## src/rtl/button_pkg.sv

```systemverilog
// Shared types and constants for the button-input blocks (debouncer consumers,
// event decoders).
package button_pkg;

    typedef enum logic [1:0] {
        IDLE,
        PRESS,
        LONG
    } btn_state_t;

    localparam int BTN_SYNC_STAGES = 2;

endpackage

```

## src/rtl/sync_2ff.sv

```systemverilog
// Flop-chain synchronizer that re-times one asynchronous level into the clk
// domain. The chain depth comes from BTN_SYNC_STAGES.
module sync_2ff
    import button_pkg::*;
(
    input  logic clk,
    input  logic reset,
    input  logic d,
    output logic q
);

    logic [BTN_SYNC_STAGES-1:0] chain;

    // NOTE: sequential state uses non-blocking (<=) so every flop in the chain samples the pre-edge value.
    always_ff @(posedge clk or posedge reset) begin
        if (reset) begin
            chain <= '0;
        end else begin
            chain <= {chain[BTN_SYNC_STAGES-2:0], d};
        end
    end

    assign q = chain[BTN_SYNC_STAGES-1];

endmodule

```

## src/rtl/button_event.sv

```systemverilog
// Press-event decoder: synchronizes the debounced button level and emits one
// short_press or long_press pulse per press. Long-press detection is compiled
// only when BUTTON_LONG_PRESS_EN is defined; otherwise every press is short.
module button_event
    import button_pkg::*;
#(
    parameter int LONG_CYCLES = 1024
) (
    input  logic clk,
    input  logic reset,
    input  logic in,
    output logic pressed,
    output logic short_press,
    output logic long_press
);

    if (LONG_CYCLES < 2) begin : g_bad_long_cycles
        $error("button_event: LONG_CYCLES must be 2 or more");
    end

    logic       s;
    btn_state_t state;

    sync_2ff u_sync (
        .clk   (clk),
        .reset (reset),
        .d     (in),
        .q     (s)
    );

`ifdef BUTTON_LONG_PRESS_EN
    localparam int CNT_W = $clog2(LONG_CYCLES);
    localparam logic [CNT_W-1:0] CNT_LAST = CNT_W'(LONG_CYCLES - 1);

    logic [CNT_W-1:0] cnt;

    always_ff @(posedge clk or posedge reset) begin
        if (reset) begin
            state       <= IDLE;
            cnt         <= '0;
            pressed     <= 1'b0;
            short_press <= 1'b0;
            long_press  <= 1'b0;
        end else begin
            // NOTE: pulses default low each cycle so they can only ever last one clock.
            short_press <= 1'b0;
            long_press  <= 1'b0;
            case (state)
                IDLE: begin
                    if (s) begin
                        state   <= PRESS;
                        cnt     <= CNT_W'(1);
                        pressed <= 1'b1;
                    end
                end
                PRESS: begin
                    // Release wins over the terminal count, so a release on that edge is short.
                    if (!s) begin
                        state       <= IDLE;
                        cnt         <= '0;
                        pressed     <= 1'b0;
                        short_press <= 1'b1;
                    end else if (cnt == CNT_LAST) begin
                        state      <= LONG;
                        long_press <= 1'b1;
                    end else begin
                        cnt <= cnt + 1'b1;
                    end
                end
                LONG: begin
                    if (!s) begin
                        state   <= IDLE;
                        cnt     <= '0;
                        pressed <= 1'b0;
                    end
                end
                default: begin
                    state   <= IDLE;
                    cnt     <= '0;
                    pressed <= 1'b0;
                end
            endcase
        end
    end
`else
    always_ff @(posedge clk or posedge reset) begin
        if (reset) begin
            state       <= IDLE;
            pressed     <= 1'b0;
            short_press <= 1'b0;
        end else begin
            short_press <= 1'b0;
            case (state)
                IDLE: begin
                    if (s) begin
                        state   <= PRESS;
                        pressed <= 1'b1;
                    end
                end
                PRESS: begin
                    if (!s) begin
                        state       <= IDLE;
                        pressed     <= 1'b0;
                        short_press <= 1'b1;
                    end
                end
                default: begin
                    state   <= IDLE;
                    pressed <= 1'b0;
                end
            endcase
        end
    end

    assign long_press = 1'b0;
`endif

endmodule

```

## config.mk

```make
export PLATFORM = sky130hd
export DESIGN_NAME = button_event
export DESIGN_NICKNAME = d
export VERILOG_FILES = /design/src/rtl/button_pkg.sv /design/src/rtl/sync_2ff.sv /design/src/rtl/button_event.sv
export SDC_FILE = /design/constraint.sdc
export NUM_CORES = 1
export LEC_CHECK = 0
export BUFFER_PORTS_ARGS = -buffer_cell sky130_fd_sc_hd__buf_2
export CAP_MARGIN = 20
export CORE_AREA = 4 4 41 43
export CTS_CLUSTER_SIZE = 8
export DETAILED_ROUTE_END_ITERATION = 12
export DIE_AREA = 0 0 45 47
export PLACE_DENSITY = 0.35
export SYNTH_ARGS = -nofsm -noshare
export SYNTH_HDL_FRONTEND = slang
export SYNTH_SLANG_ARGS = --single-unit
```

## constraint.sdc

```tcl
create_clock -name clk -period 1.6 [get_ports clk]
set_input_delay 0.32 -clock clk [delete_from_list [all_inputs] [get_ports clk]]
set_output_delay 0.32 -clock clk [all_outputs]
set_load 0.005 [all_outputs]
```

==> impl.org, run 1 <==
** Floorplan
- In this run the count of I/O pins placed on the die edge is 6.
- The die covers 0.00212 mm².
- Starting density of the core :: 10.8%
- The die is 47 µm tall.
- The initialized floorplan defines 13 standard-cell rows.
- Die extent in x :: 45 µm
- The floorplan step defined a core boundary enclosing 0.00130 mm².

** Detailed routing
- The routed layout has 85 vias.
- After detailed routing, the total wire length is 205 µm.
- For this run, the detailed router's first-pass iteration total came to 1.
- Post-DRT Antenna Nets :: 0
- In the final routed layout, each cell accounts on average for 6.41 µm.
- In the routed design, unresolved DRC markers number 0.
- Using the TritonRoute via totals, the vias-per-cell ratio works out to 2.66.
- DRC violation total after the first TritonRoute iteration :: 0

** Worst setup path
- Kind of end point of the critical path :: primary output
- Crit path kind :: reg -> out
- Counting both buffers and inverters, the worst setup path holds a total of 1.
- Of all nets on the critical path, the largest fanout is 3.
- Data on the critical path is required at its endpoint by 1.28 ns.
- The largest individual stage delay along the critical path comes from the cell dfrtp_1.
- At the worst endpoint, the arrival time is 0.76 ns.
- Peak per-stage delay on the critical path :: 0.39 ns
- Worst path cell trace :: buf_2
- STA classifies the critical path startpoint as a register.
- The kind of cell with the highest combined delay along the critical path is flip-flops.

** GRT
- The first global-routing pass estimated 358 µm of wire.
- Number of antenna violations at the first check in global routing :: 0
- In the global route stage, overall resource usage came out at 3.33%.
- Via count of the first global-routing pass :: 91
- Maximum number of pins on one net before global-route repair :: 5
- Overflow after GRT :: 0

** Clock network
- The tree is rooted in a clkbuf_4.
- TritonCTS created 3 clock buffers.
- TritonCTS clock tree :: yes
- After clock tree synthesis, the clock-pin slew on the worst setup and hold paths is 0.04 ns.
- Maximum number of buffers from clock root to sink :: 2
- Clock sinks :: 4
- In this run the number of H-tree levels came out at 1.
- Buffers added to address setup during post-CTS repair amount to 0.
- Worst skew pair latency :: 0.23 ns

** Timing
- For the final database, setup skew stands at 0.00672 ns.
- Setup violations remaining at the end of the flow were counted as 0.
- Upper clock frequency limit :: 930 MHz
- Pins Over Slew Limit :: 0
- Total Neg Setup Slack :: 0 ns
- Hold violation total from the final report :: 0
- Minimum clock period after layout :: 1.08 ns
- Setup repair after global routing left no endpoint under its margin.
- Post-route fraction of the period consumed by the critical path :: 67.2%

** Min path
- The worst hold path belongs to the class in -> reg.

** Logic synthesis
- Post-synth top area share :: 71.4%
- Sequential-to-total area share from yosys stat :: 71.4%
- Summed over all instances, the cell type with the most area after synthesis is dfrtp_1.
- Yosys printed 0 warnings.
- Unique masters post-synth :: 6
- Count of state elements after synthesis :: 4
- In this run the cell area of the synthesized design comes to 140 µm².
- Counting every net in the synthesized netlist gives 14.
- Cells taking the most area after synthesis :: dfrtp_1, ha_1, xnor2_1
- Dividing the synthesized area by the synthesized cell count gives 14.0 µm².
- The cell count after synthesis came out at 10.

** Layout
- In the final layout, flip-flops and latches occupy 100 µm².
- Final antenna diode count :: 0
- In the final layout, the multi-input gates occupy 25.0 µm².
- Final core utilization :: 15.7%
- Share of final-layout standard cells stronger than drive strength 1 :: 41.2%
- The layout has 157 filler cells.
- The net count of the finished layout is 23.
- The area growth from synthesis to layout is 45.5%.

** Placed design
- Count of input and output buffers :: 4
- At the end of routability-driven placement, the weighted congestion stood at 0.668.
- The wire-length estimate of the detail-placed layout is 158 µm.

** Power and ir drop
- Max rail drop VDD :: 0.446 mV
- For this design the ratio of total power to cell area is 1620 mW/mm².
- For this design the static power due to leakage is 0.106 nW.

** Flow run
- MaxCap Viol Count :: 0

** Run status
- The flow ran to the end, and the final reports show no timing, DRC or antenna violations.
## cell type report
| class | count | share of cell area, % |
|---|---|---|
| tap | 15 | 9.20 |
| sequential | 4 | 49.1 |
| inverter | 2 | 3.68 |
| multi-input combinational | 3 | 12.3 |
| clock buffer | 3 | 11.0 |
| timing repair buffer | 5 | 14.7 |
## path summary, 6_finish.rpt
kind	startpoint	to	slack, ns	depth (start not counted)
setup / recovery	pressed	pressed	0.52	1
hold / removal	in	u_sync.chain[0]	0.19	1
setup reg to reg	pressed	pressed	0.65	2
hold reg to reg	u_sync.chain[0]	u_sync.chain[1]	0.36	0
max in group asynchronous	reset	u_sync.chain[1]	0.94	3
min in group asynchronous	reset	short_press	0.51	3
## power by group
group          switching, mW  total [mW]  leakage [nW]  internal, mW
Combinational         0.0268      0.0667        0.0445        0.0399
Clock                 0.0398       0.124        0.0138        0.0838
Sequential            0.0135       0.140        0.0478         0.126
Total                 0.0801       0.330         0.106         0.250
## worst register-to-register path, cell delays in order, from the launching register on
cell and delay [ns]:
dfrtp_1 0.39, ha_1 0.31, xnor2_1 0.13
## cells in the final DEF (no fill, tap or decap)
cell	instances
xnor2_1	1
clkbuf_4	3
inv_1	2
ha_1	1
buf_2	4
dlygate4sd3_1	1
dfrtp_1	4
conb_1	1
## flip-flops by register name, indices dropped and copies added (netlist names)
name	cells
short_press	1
u_sync.chain	2
pressed	1
## repair_timing
action                    CTS  global route
hold endpoints to repair    4             0
hold buffers                1             0
resized for setup           0             0
## routing by layer
metal	routed length, µm	GRT usage (%)	vias to the layer above
met2	102	3.67	4
met4	0	7.02	0
li1	-	-	40
met3	33	3.45	0
met5	0	0	-
met1	69	1.83	41
## Yosys cell counts
| library cell | number |
|---|---|
| xnor2_1 | 1 |
| dfrtp_1 | 4 |
| buf_4 | 1 |
| conb_1 | 1 |
| ha_1 | 1 |
| inv_1 | 2 |
## cells by family after synthesis
family       after synthesis  share of synthesized area, %
flops                      4                          71.4
buf+inv                    3                          10.7
fa+ha+maj                  1                          8.93
xor+xnor                   1                          6.25
other cells                1                          2.68
## through the flow
stage | hold WS, ns | setup WS [ns] | power (mW) | area (µm²) | instances
floorplan | 0.0861 | 0.662 | 0.181 | 140 | 10
global placement | 0.205 | 0.667 | 0.207 | 171 | 28
detailed placement | 0.208 | 0.648 | 0.209 | 171 | 28
CTS | 0.180 | 0.506 | 0.344 | 204 | 32
global route | 0.178 | 0.488 | 0.357 | 204 | 32
finish | 0.191 | 0.525 | 0.330 | 204 | 32
No activity file was read; power rests on OpenSTA's default activity.
==> inputs of run 2 (changes only) <==
==> constraint.sdc (replaced) <==
create_clock -name clk -period 1.1 [get_ports clk]
set_input_delay 0.22 -clock clk [delete_from_list [all_inputs] [get_ports clk]]
set_output_delay 0.22 -clock clk [all_outputs]
set_load 0.005 [all_outputs]
==> impl.org, run 2 (synthesis gave the netlist of run 1 again) <==
** Clock network
- CTS saw 4 sinks.
- For the worst-skew pair, the clock arrives at the later sink with an insertion delay of 0.24 ns.
- After clock tree synthesis, the clock-pin slew on the worst setup and hold paths is 0.03 ns.
- In this run the number of H-tree levels came out at 1.
- Counting the buffers created by CTS gives 3.
- Clock tree root buffer cell :: clkbuf_4
- TritonCTS clock tree :: yes
- In this run the deepest clock path goes through 2 buffers.

** Timing
- On the final layout, the worst hold slack is 0.0963 ns.
- The final count of hold timing violations is 0.
- Of the available clock period, the critical path in the final layout requires 89.4%.
- Worst Skew :: 0.00635 ns
- Setup violations remaining at the end of the flow were counted as 0.
- Setup repair after global routing missed its margin :: false
- Pins Over Slew Limit :: 0
- Static timing analysis puts the maximum clock frequency at 1020 MHz.
- Total Neg Setup Slack :: 0 ns
- Counting I/O delays and the setup requirement, the final critical path takes 0.984 ns.

** Power and ir drop
- Switching share of total power :: 25.5%
- Power share of the combinational group :: 20.8%
- The analysis attributes to net switching a power of 124 µW.
- For this design the ratio of total power to cell area is 2390 mW/mm².
- Max rail drop VDD :: 0.816 mV
- Internal power summed over all cells :: 364 µW
- Per report_power, the sequential group accounts for 41.8% of the total.
- Clock network fraction of design power :: 37.4%
- In this run the static leakage power is 0.106 nW.

** Worst setup path
- STA classifies the critical path endpoint as a primary output.
- The number of buffers and inverters on the critical path is 1.
- For the worst setup path, the data arrival time is 0.76 ns.
- Worst path slowest cell :: dfrtp_1
- The signal on the critical path passes through buf_2.
- Peak per-stage delay on the critical path :: 0.39 ns
- Crit path kind :: reg -> out
- Data required time at the worst endpoint :: 0.88 ns
- Of all nets on the critical path, the largest fanout is 3.
- Critical Path Start Type :: register
- In this design, the largest share of critical-path delay is due to flip-flops.

** Floorplan
- The die is 47 µm tall.
- For this configuration, the core starts out at a cell density of 10.8%.
- The floorplan has 13 rows.
- Core area :: 0.00130 mm²
- Measured along the x axis, the die boundary spans 45 µm.
- Number of top-level design ports :: 6
- The die covers 0.00212 mm².

** Layout
- Registers take 100 µm².
- Top register by number of flip-flops :: u_sync.chain
- Combined area of the multi-input logic cells :: 25.0 µm²
- With fillers left out, the area of the finished cells amounts to 204 µm².
- Share of final-layout standard cells stronger than drive strength 1 :: 41.2%
- The area growth from synthesis to layout is 45.5%.
- Number of flip-flops in the largest register :: 2
- Layout filler cell count :: 150
- The repair_antennas step left the layout with diodes totalling 0.
- Most used cells in the layout excluding fill and tap cells :: buf_2, dfrtp_1, clkbuf_4
- The finished layout holds 32 standard cells, fillers aside.
- The largest registers in the layout are u_sync.chain: 2 flops, pressed: 1 flops, short_press: 1 flops.
- Post-layout net count :: 23

** Detailed routing
- The first routing iteration left 0 violations.
- For this run, the detailed router's first-pass iteration total came to 1.
- After detailed routing, the number of vias per cell comes to 2.81.
- Detail-routed net length per standard cell :: 6.97 µm
- Total via count after detailed routing :: 90
- After detailed routing, the number of remaining DRC violations is 0.
- Post-DRT Antenna Nets :: 0
- Routed wire length :: 223 µm

** GRT
- Via count of the first global-routing pass :: 100
- Entering global routing, the biggest net connects 5 pins.
- For this run the aggregate overflow at the end of global routing stands at 0.
- Global routing usage summed across all routing layers :: 3.33%
- Number of antenna violations at the first check in global routing :: 0
- The first global-routing pass estimated 386 µm of wire.

** Flow run
- MaxCap Viol Count :: 0

** Placed design
- Count of input and output buffers :: 4
- Once placement completed, the tool counted placed cells totaling 28.
- After detailed placement, the total cell area comes to 171 µm².
- At the end of routability-driven placement, the weighted congestion stood at 0.647.

** Min path
- Path category of the worst min-delay check :: in -> reg

** Run status
- The flow ran to the end, and the final reports show no timing, DRC or antenna violations.
==> run 2: cell counts in the layout (fill, tap and decap cells not counted) <==
Identical to the previous run, type by type.
==> run 2: timing repair <==
item,CTS,global route
resized for setup,0,0
hold buffers,1,0
setup buffers,0,0
endpoints found under the hold margin,4,0
==> run 2: path summary, 6_finish.rpt <==
path	from	endpoint	slack, ns	cells past startpoint
max	pressed	pressed	0.12	1
min	in	u_sync.chain[0]	0.1	1
max in group asynchronous	reset	u_sync.chain[0]	0.54	3
min in group asynchronous	reset	short_press	0.41	3
min reg2reg	u_sync.chain[0]	u_sync.chain[1]	0.34	0
max reg2reg	pressed	pressed	0.14	2
==> run 2: area by class of cell <==
cell class | count | share of cell area [%]
clock buffer | 3 | 11.0
inverter | 2 | 3.68
multi-input combinational | 3 | 12.3
sequential | 4 | 49.1
tap | 15 | 9.20
timing repair buffer | 5 | 14.7
==> run 2: power groups by stage <==
stage	logic, mW	registers, mW	clock network, mW
2_1_floorplan	0.0547	0.209	0
3_3_place_gp	0.0940	0.205	0
3_5_place_dp	0.104	0.206	0
4_1_cts	0.109	0.204	0.185
5_1_grt	0.117	0.208	0.205
6_report	0.102	0.204	0.182
==> run 2: per-layer routing <==
metal,vias up,track usage (%),wire length [µm]
li1,40,-,-
met1,43,2.53,62
met2,7,3.67,109
met3,0,5.75,51
met4,0,1.75,0
met5,-,0,0
==> run 2: stage by stage <==
stage | utilization, % | setup slack (ns) | total power [mW]
after floorplan | - | 0.162 | 0.264
after global routing | 15.7 | 0.0731 | 0.529
after global placement | 13.2 | 0.167 | 0.299
final | 15.7 | 0.116 | 0.488
after CTS | 15.7 | 0.107 | 0.499
after detailed placement | 13.2 | 0.137 | 0.311
